$ cat src/rtl/mem_port_arbiter.sv
// Two-requester arbiter for the shared memory port: instruction fetch (IF) vs load/store (LS).
// LS wins contested cycles until its streak reaches MAX_LS_STREAK; a watchdog aborts hung accesses.
module mem_port_arbiter #(
  parameter int AW            = 32,
  parameter int DW            = 32,
  parameter int MAX_LS_STREAK = 4,
  parameter int TIMEOUT       = 64
) (
  input  logic            clk,
  input  logic            rst,
  input  logic            if_req,
  input  logic [AW-1:0]   if_addr,
  output logic            if_gnt,
  output logic            if_rvalid,
  output logic [DW-1:0]   if_rdata,
  input  logic            ls_req,
  input  logic            ls_we,
  input  logic [AW-1:0]   ls_addr,
  input  logic [DW-1:0]   ls_wdata,
  input  logic [DW/8-1:0] ls_be,
  output logic            ls_gnt,
  output logic            ls_rvalid,
  output logic [DW-1:0]   ls_rdata,
  output logic            mem_req,
  output logic            mem_we,
  output logic [AW-1:0]   mem_addr,
  output logic [DW-1:0]   mem_wdata,
  output logic [DW/8-1:0] mem_be,
  input  logic            mem_ack,
  input  logic [DW-1:0]   mem_rdata,
  output logic            sel,
  output logic            err
);

  localparam int BW = DW / 8;
  localparam int SW = $clog2(MAX_LS_STREAK + 1);
  localparam int WW = $clog2(TIMEOUT);
  localparam logic [SW-1:0] STREAK_MAX = SW'(MAX_LS_STREAK);
  localparam logic [WW-1:0] WD_LAST    = WW'(TIMEOUT - 1);

  typedef enum logic [1:0] {
    S_IDLE = 2'd0,
    S_BUSY = 2'd1,
    S_DONE = 2'd2
  } state_e;

  state_e          state_q, state_d;
  logic [SW-1:0]   streak_q, streak_d;
  logic [WW-1:0]   wd_q, wd_d;
  logic            sel_q, sel_d;
  logic            mem_req_q, mem_req_d;
  logic            mem_we_q, mem_we_d;
  logic [AW-1:0]   mem_addr_q, mem_addr_d;
  logic [DW-1:0]   mem_wdata_q, mem_wdata_d;
  logic [BW-1:0]   mem_be_q, mem_be_d;
  logic            if_rvalid_q, if_rvalid_d;
  logic            ls_rvalid_q, ls_rvalid_d;
  logic [DW-1:0]   if_rdata_q, if_rdata_d;
  logic [DW-1:0]   ls_rdata_q, ls_rdata_d;
  logic            err_q, err_d;
  logic            if_win_s, ls_win_s;

  // Arbitration: only meaningful in IDLE; the streak cap hands a contested cycle to IF.
  always_comb begin
    if_win_s = 1'b0;
    ls_win_s = 1'b0;
    if (state_q == S_IDLE) begin
      if (if_req && ls_req) begin
        if (streak_q == STREAK_MAX) begin
          if_win_s = 1'b1;
        end else begin
          ls_win_s = 1'b1;
        end
      end else begin
        if_win_s = if_req;
        ls_win_s = ls_req;
      end
    end else begin
      if_win_s = 1'b0;
      ls_win_s = 1'b0;
    end
  end

  // Next-state, latched access fields, watchdog and completion generation.
  always_comb begin
    state_d     = state_q;
    streak_d    = streak_q;
    wd_d        = wd_q;
    sel_d       = sel_q;
    mem_req_d   = mem_req_q;
    mem_we_d    = mem_we_q;
    mem_addr_d  = mem_addr_q;
    mem_wdata_d = mem_wdata_q;
    mem_be_d    = mem_be_q;
    if_rdata_d  = if_rdata_q;
    ls_rdata_d  = ls_rdata_q;
    if_rvalid_d = 1'b0;
    ls_rvalid_d = 1'b0;
    err_d       = 1'b0;
    case (state_q)
      S_IDLE: begin
        if (ls_win_s) begin
          state_d     = S_BUSY;
          mem_req_d   = 1'b1;
          wd_d        = '0;
          sel_d       = 1'b1;
          mem_we_d    = ls_we;
          mem_addr_d  = ls_addr;
          mem_wdata_d = ls_wdata;
          mem_be_d    = ls_be;
          if (if_req) begin
            streak_d = (streak_q == STREAK_MAX) ? streak_q : streak_q + SW'(1);
          end else begin
            streak_d = '0;
          end
        end else if (if_win_s) begin
          state_d     = S_BUSY;
          mem_req_d   = 1'b1;
          wd_d        = '0;
          sel_d       = 1'b0;
          mem_we_d    = 1'b0;
          mem_addr_d  = if_addr;
          mem_wdata_d = '0;
          mem_be_d    = {BW{1'b1}};
          streak_d    = '0;
        end else begin
          state_d = S_IDLE;
        end
      end
      S_BUSY: begin
        if (mem_ack || (wd_q == WD_LAST)) begin
          // A timed-out access completes with zero data and the error flag.
          state_d     = S_DONE;
          mem_req_d   = 1'b0;
          err_d       = ~mem_ack;
          if_rvalid_d = ~sel_q;
          ls_rvalid_d = sel_q;
          if (sel_q) begin
            ls_rdata_d = mem_ack ? mem_rdata : '0;
          end else begin
            if_rdata_d = mem_ack ? mem_rdata : '0;
          end
        end else begin
          wd_d = wd_q + WW'(1);
        end
      end
      S_DONE: begin
        state_d = S_IDLE;
      end
      default: begin
        state_d   = S_IDLE;
        mem_req_d = 1'b0;
      end
    endcase
  end

  // State register with synchronous reset.
  always_ff @(posedge clk) begin
    if (rst) begin
      state_q     <= S_IDLE;
      streak_q    <= '0;
      wd_q        <= '0;
      sel_q       <= 1'b0;
      mem_req_q   <= 1'b0;
      mem_we_q    <= 1'b0;
      mem_addr_q  <= '0;
      mem_wdata_q <= '0;
      mem_be_q    <= '0;
      if_rvalid_q <= 1'b0;
      ls_rvalid_q <= 1'b0;
      if_rdata_q  <= '0;
      ls_rdata_q  <= '0;
      err_q       <= 1'b0;
    end else begin
      state_q     <= state_d;
      streak_q    <= streak_d;
      wd_q        <= wd_d;
      sel_q       <= sel_d;
      mem_req_q   <= mem_req_d;
      mem_we_q    <= mem_we_d;
      mem_addr_q  <= mem_addr_d;
      mem_wdata_q <= mem_wdata_d;
      mem_be_q    <= mem_be_d;
      if_rvalid_q <= if_rvalid_d;
      ls_rvalid_q <= ls_rvalid_d;
      if_rdata_q  <= if_rdata_d;
      ls_rdata_q  <= ls_rdata_d;
      err_q       <= err_d;
    end
  end

  assign if_gnt    = if_win_s;
  assign ls_gnt    = ls_win_s;
  assign if_rvalid = if_rvalid_q;
  assign ls_rvalid = ls_rvalid_q;
  assign if_rdata  = if_rdata_q;
  assign ls_rdata  = ls_rdata_q;
  assign mem_req   = mem_req_q;
  assign mem_we    = mem_we_q;
  assign mem_addr  = mem_addr_q;
  assign mem_wdata = mem_wdata_q;
  assign mem_be    = mem_be_q;
  assign sel       = sel_q;
  assign err       = err_q;

endmodule

$ cat config.mk
export PLATFORM = sky130hd
export DESIGN_NAME = mem_port_arbiter
export DESIGN_NICKNAME = d
export VERILOG_FILES = /design/src/rtl/mem_port_arbiter.sv
export SDC_FILE = /design/constraint.sdc
export NUM_CORES = 1
export LEC_CHECK = 0
export CAP_MARGIN = 10
export CORE_ASPECT_RATIO = 0.75
export CORE_MARGIN = 1
export CORE_UTILIZATION = 36
export CTS_CLUSTER_DIAMETER = 80
export DETAILED_ROUTE_END_ITERATION = 6
export GPL_TIMING_DRIVEN = 0
export PLACE_DENSITY = 0.85
export SLEW_MARGIN = 20
export SYNTH_ARGS = -nofsm -noshare
export SYNTH_HDL_FRONTEND = slang
export SYNTH_SLANG_ARGS = --single-unit
export TNS_END_PERCENT = 5
$ cat constraint.sdc
create_clock -name clk -period 1.5 [get_ports clk]
set_input_delay 0.225 -clock clk [delete_from_list [all_inputs] [get_ports clk]]
set_output_delay 0.225 -clock clk [all_outputs]
set_load 0.05 [all_outputs]
# Yosys cells after proc, flatten, opt, wreduce, memory -nomap -nowiden
# Cells that the tools add are included.
[classes]
add_sub_neg = 2
muxes = 32
reduce_logical = 12
bitwise = 5
n_eq_ne = 8
[ops]
columns = ["op", "n"]
rows = [
  ["2-to-1 mux 32 bit", 5],
  ["2-to-1 mux 6 bit", 3],
  ["AND reduction 3 bit", 5],
  ["2-to-1 mux 1 bit", 14],
  ["2-to-1 mux 3 bit", 4],
  ["one-hot mux 6 bit (2 select lines)", 1],
  ["2-to-1 mux 4 bit", 2],
  ["adder 6 x 1 -> 6 bit, second input constant", 1],
  ["equality test 6 bit, second input constant", 1],
  ["inequality test 3 bit, second input constant", 2],
  ["inverter 1 bit", 5],
  ["inequality test 2 bit, second input constant", 2],
  ["one-hot mux 2 bit (2 select lines)", 1],
  ["nonzero test 2 bit", 2],
  ["adder 3 x 1 -> 3 bit, second input constant", 1],
  ["equality test 3 bit, second input constant", 1],
  ["one-hot mux 1 bit (3 select lines)", 1],
  ["OR reduction 3 bit", 1],
  ["equality test 2 x 1 -> 1 bit, second input constant", 1],
  ["equality test 2 bit, second input constant", 1],
  ["zero test 2 bit", 1],
  ["2-to-1 mux 2 bit", 1],
  ["AND reduction 2 bit", 1],
  ["logical AND 1 bit", 1],
  ["logical OR 1 bit", 1],
]
[word_totals]
input_bits = 138
register_bits = 149
output_inout_bits = 140
elab_cells = 73

# Longest topological paths before layout
[logic_depth]
ltp_word = 7
ltp_mapped = 9
mapped_depth_nobuf = 7

# Worst setup path after synthesis
# OpenSTA, ideal clock, no wires.
[synth_timing]
path_type = "register -> output"
from = "register streak_q[0]"
to = "output if_gnt"
stages_incl_launch_ff = 5
path_buffers = 0
required_ns = 1.275
path_slack_ns = -0.091
arrival_time_ns = 1.366
path_cell_list = "dfxtp_1 -> inv_1 -> ha_1 -> nand2_1 -> a21oi_1"
[synth_via]
elab_chain_cells = 4
[synth_lines]
columns = ["element", "line_no", "text"]
rows = [
  ["from (decl)", "48", "logic [SW-1:0] streak_q, streak_d;"],
  ["from (signal assigned)", "176", "streak_q <= streak_d;"],
  ["equality test 3 bit", "69", "if (streak_q == STREAK_MAX) begin"],
  ["2-to-1 mux 1 bit", "69", ""],
  ["2-to-1 mux 1 bit", "68", "if (if_req && ls_req) begin"],
  ["2-to-1 mux 1 bit", "67", "if (state_q == S_IDLE) begin"],
  ["to (decl)", "13", "output logic if_gnt,"],
]
# No other way between the ends.

# Worst setup path in the final report
[layout_timing]
from = "register streak_q[0]"
to = "register mem_wdata_q[1] (netlist: mem_wdata[1])"
[layout_via]
elab_chain_cells = 6
elab_cells_between_ends = 10
[layout_lines]
columns = ["element", "line_no", "text"]
rows = [
  ["equality test 3 bit (*)", "69", ""],
  ["2-to-1 mux 1 bit", "69", ""],
  ["2-to-1 mux 1 bit", "68", ""],
  ["2-to-1 mux 1 bit", "67", ""],
  ["nonzero test 2 bit (no source line)", "n/a", ""],
  ["AND reduction 2 bit (no source line)", "n/a", ""],
  ["to (signal assigned)", "182", "mem_wdata_q <= mem_wdata_d;"],
  ["to (decl)", "54", "logic [DW-1:0] mem_wdata_q, mem_wdata_d;"],
]
# Every way passes the cells marked *; elsewhere a longest branch is shown, timed or not.
# A chain may end at the register's enable or synchronous reset.

==> run summary <==
Die ar. = 15600 um^2
vias in the first global route = 5476
input/output buffers = 275
CP endpoint = mem_wdata[1]
sequential share of the synthesized area = 0.548
count of final hold-check violations = 0
chip width = 144 um
drt initial violations = 364
TritonCTS buffer count = 17
drt pass-1 iters = 5
Synthesized Nets = 673
GPL Wtd Cong = 0.815
DR WL met2 = 9260 um
met3 WL = 1580 um
crit path from = streak_q[0]
Worst Skew = 0.00878 ns
Hold/Removal Path Class = input port to register
Placeable Area = 14600 um^2
I/O pin count = 278
Die H = 108 um
total vias in the final route = 5632
failing checks = negative setup slack
first-pass GRT wire length = 27800 um
GRT Overall Usage = 0.231
total power = 11.3 mW
most instantiated library cell after synthesis = dfxtp_1
ranking of synthesized cells by area = dfxtp_1, a32o_1, a311oi_1, nand2_1, nor2_1
Final HPWL DP = 13200 um
initial antenna violation count = 0
worst skew pair latency = 0.41 ns
Leakage = 3.63 nW
worst r2r dst = mem_wdata[1]
htree depth = 4
cell taking the most area after synthesis = dfxtp_1
RSZ-0062 raised after global routing = yes
top cells by count, synth = dfxtp_1, nand2_1, nor2_1
row count = 38
Mapped Area = 5440 um^2
TritonCTS clock tree = yes
CP Data Arrival Time = 2.03 ns
Setup CP Type = register to register
FF-to-FF path depth = 11
Metal-1 WL = 7970 um
max_slew headroom = 0.562
diode count = 0
Synth top area share = 0.548
top layer in use = met4
r2r startpoint = streak_q[0]
Final min period = 1.75 ns
Via density = 5.36
Warnings, synthesis = 0
clock-pin transition on the worst setup and hold timing paths = 0.07 ns
Synth Flop Type = dfxtp_1
Detail Route Antenna Nets = 0
Worst-Margin Slew = 0.657 ns
final setup fails = 122
total congestion overflow = 0
Max Cap Viol = 0
Peak VDD IR = 0.000828 V
fin crit share = 1.16
maximum clock rate = 0.573 GHz
Synth Register Bits = 149
status = complete, but fails checks
area of the multi-input gates = 2420 um^2
Place WS = -0.870 ns
setup tns final = -10.69 ns
Final Max Tran Viols = 0
Mean Syn Cell Area = 10.2 um^2
Pwr per Cell Area = 1220 nW/um^2
Cell variety after synth = 41
register area = 2990 um^2
Clock Path Buffers = 2
largest net degree at the start of global routing = 17
Area growth, synth to finish = 69.7%
share of layout cells above drive strength 1 = 0.341
# DRC = 0
CP Launch Type = register
Syn Inst Count = 532
Initial Util = 0.373
worst setup margin = -0.246 ns
clk root buf = clkbuf_16
Sink Count = 149
# nets final = 978
Avg WL per Cell = 18.2 um
EDFF count, synth = 0
fill cell count = 1190
ys async rst share = 0
WL final = 19100 um
CP required = 1.78 ns
crit-path max FO = 6
r2r setup slk = -0.25 ns
CP Capture Type = register
==> kinds of logic after synthesis <==
| logic type | count (synthesis) | share of synthesized area |
|---|---|---|
| adders and majority gates | 3 | 0.00690 |
| buffers and inverters | 59 | 0.0573 |
| DFF | 149 | 0.548 |
| and+or+nand+nor | 165 | 0.129 |
| AOI/OAI and AO/OA | 156 | 0.259 |
==> final cells by class <==
class / instances / share of cell area
well taps: 200 / 0.0271
clock buffers: 18 / 0.0475
multi-input cells: 324 / 0.262
flip-flops and latches: 149 / 0.324
inverters: 6 / 0.00271
plain buffers: 53 / 0.0425
repair buffers: 286 / 0.278
clock inverters: 14 / 0.0167
==> worst max-delay path, cell delays in order, from the launching register on <==
cell and delay [ns]:
dfxtp_2 0.33, inv_2 0.08, ha_4 0.16, nand3_4 0.07
nand3_4 0.11, inv_4 0.05, buf_4 0.13, buf_8 0.14
buf_8 0.14, clkbuf_16 0.15, a22oi_2 0.19, nor2_1 0.06
==> power by group <==
group	switching, mW	internal [mW]	total [mW]
sequential	0.143	4.20	4.34
combinational	1.70	1.01	2.70
clock	1.85	2.41	4.27
total	3.69	7.62	11.3
==> repair_timing <==
item / 4_1_cts / 5_1_grt
setup endpoints to repair: 260 / 220
hold buffers: 0 / 0
setup buffers: 6 / 3
gates resized for setup: 389 / 130
gates cloned: 0 / 2
pin swaps: 11 / 13
==> stage by stage <==
stage	instance area, um^2	instances	hold WS (ns)	utilization
after floorplan	5460	532	0.297	-
after global placement	8460	1007	0.446	0.580
after detailed placement	8460	1007	0.454	0.580
after CTS	9310	1045	0.153	0.638
after global routing	9240	1050	0.200	0.633
final	9240	1050	0.216	0.633
==> routing by layer <==
metal  vias up  GRT usage
li1       2622          -
met1      2745      0.279
met2       238      0.387
met3        27     0.0797
met4         0     0.0684
met5         -          0
==> cells in the final DEF (no fill, tap or decap), types with 3 or more instances in the layout <==
cell type and count:
buf_2 20, a21oi_1 5, nor2_4 3, clkbuf_1 8, inv_8 5, inv_2 3, a311oi_1 18, nand3_1 5
a22oi_2 19, a32o_1 64, buf_8 10, nand2_1 70, inv_6 4, buf_4 10, clkdlybuf4s15_1 7, clkdlybuf4s50_1 135
buf_6 9, a22oi_1 14, clkdlybuf4s15_2 54, dfxtp_2 5, dfxtp_1 143, clkbuf_2 83, o221a_2 4, clkbuf_16 19
nor2_1 70, a311oi_2 14, a31oi_1 3
==> how the worst min path moves through the flow <==
stage	to	slack, ns	cells after the start	startpoint
after CTS	streak_q[0]	0.15	3	if_req
after global placement	ls_rdata[12]	0.45	1	ls_rdata[12]
after floorplan	err	0.30	1	mem_ack
after detailed placement	ls_rdata[6]	0.45	1	ls_rdata[6]
final	streak_q[0]	0.22	3	if_req
after global routing	streak_q[0]	0.20	3	if_req
==> state kept, by name, summed over array words and instances, names as in the netlist <==
signal / count
state_q: 2
ls_rvalid: 1
if_rdata: 32
mem_addr: 32
sel: 1
ls_rdata: 32
streak_q: 3
mem_we: 1
mem_be: 4
wd_q: 6
if_rvalid: 1
mem_wdata: 32
err: 1
mem_req: 1
Power figures use the tool's default switching activity.
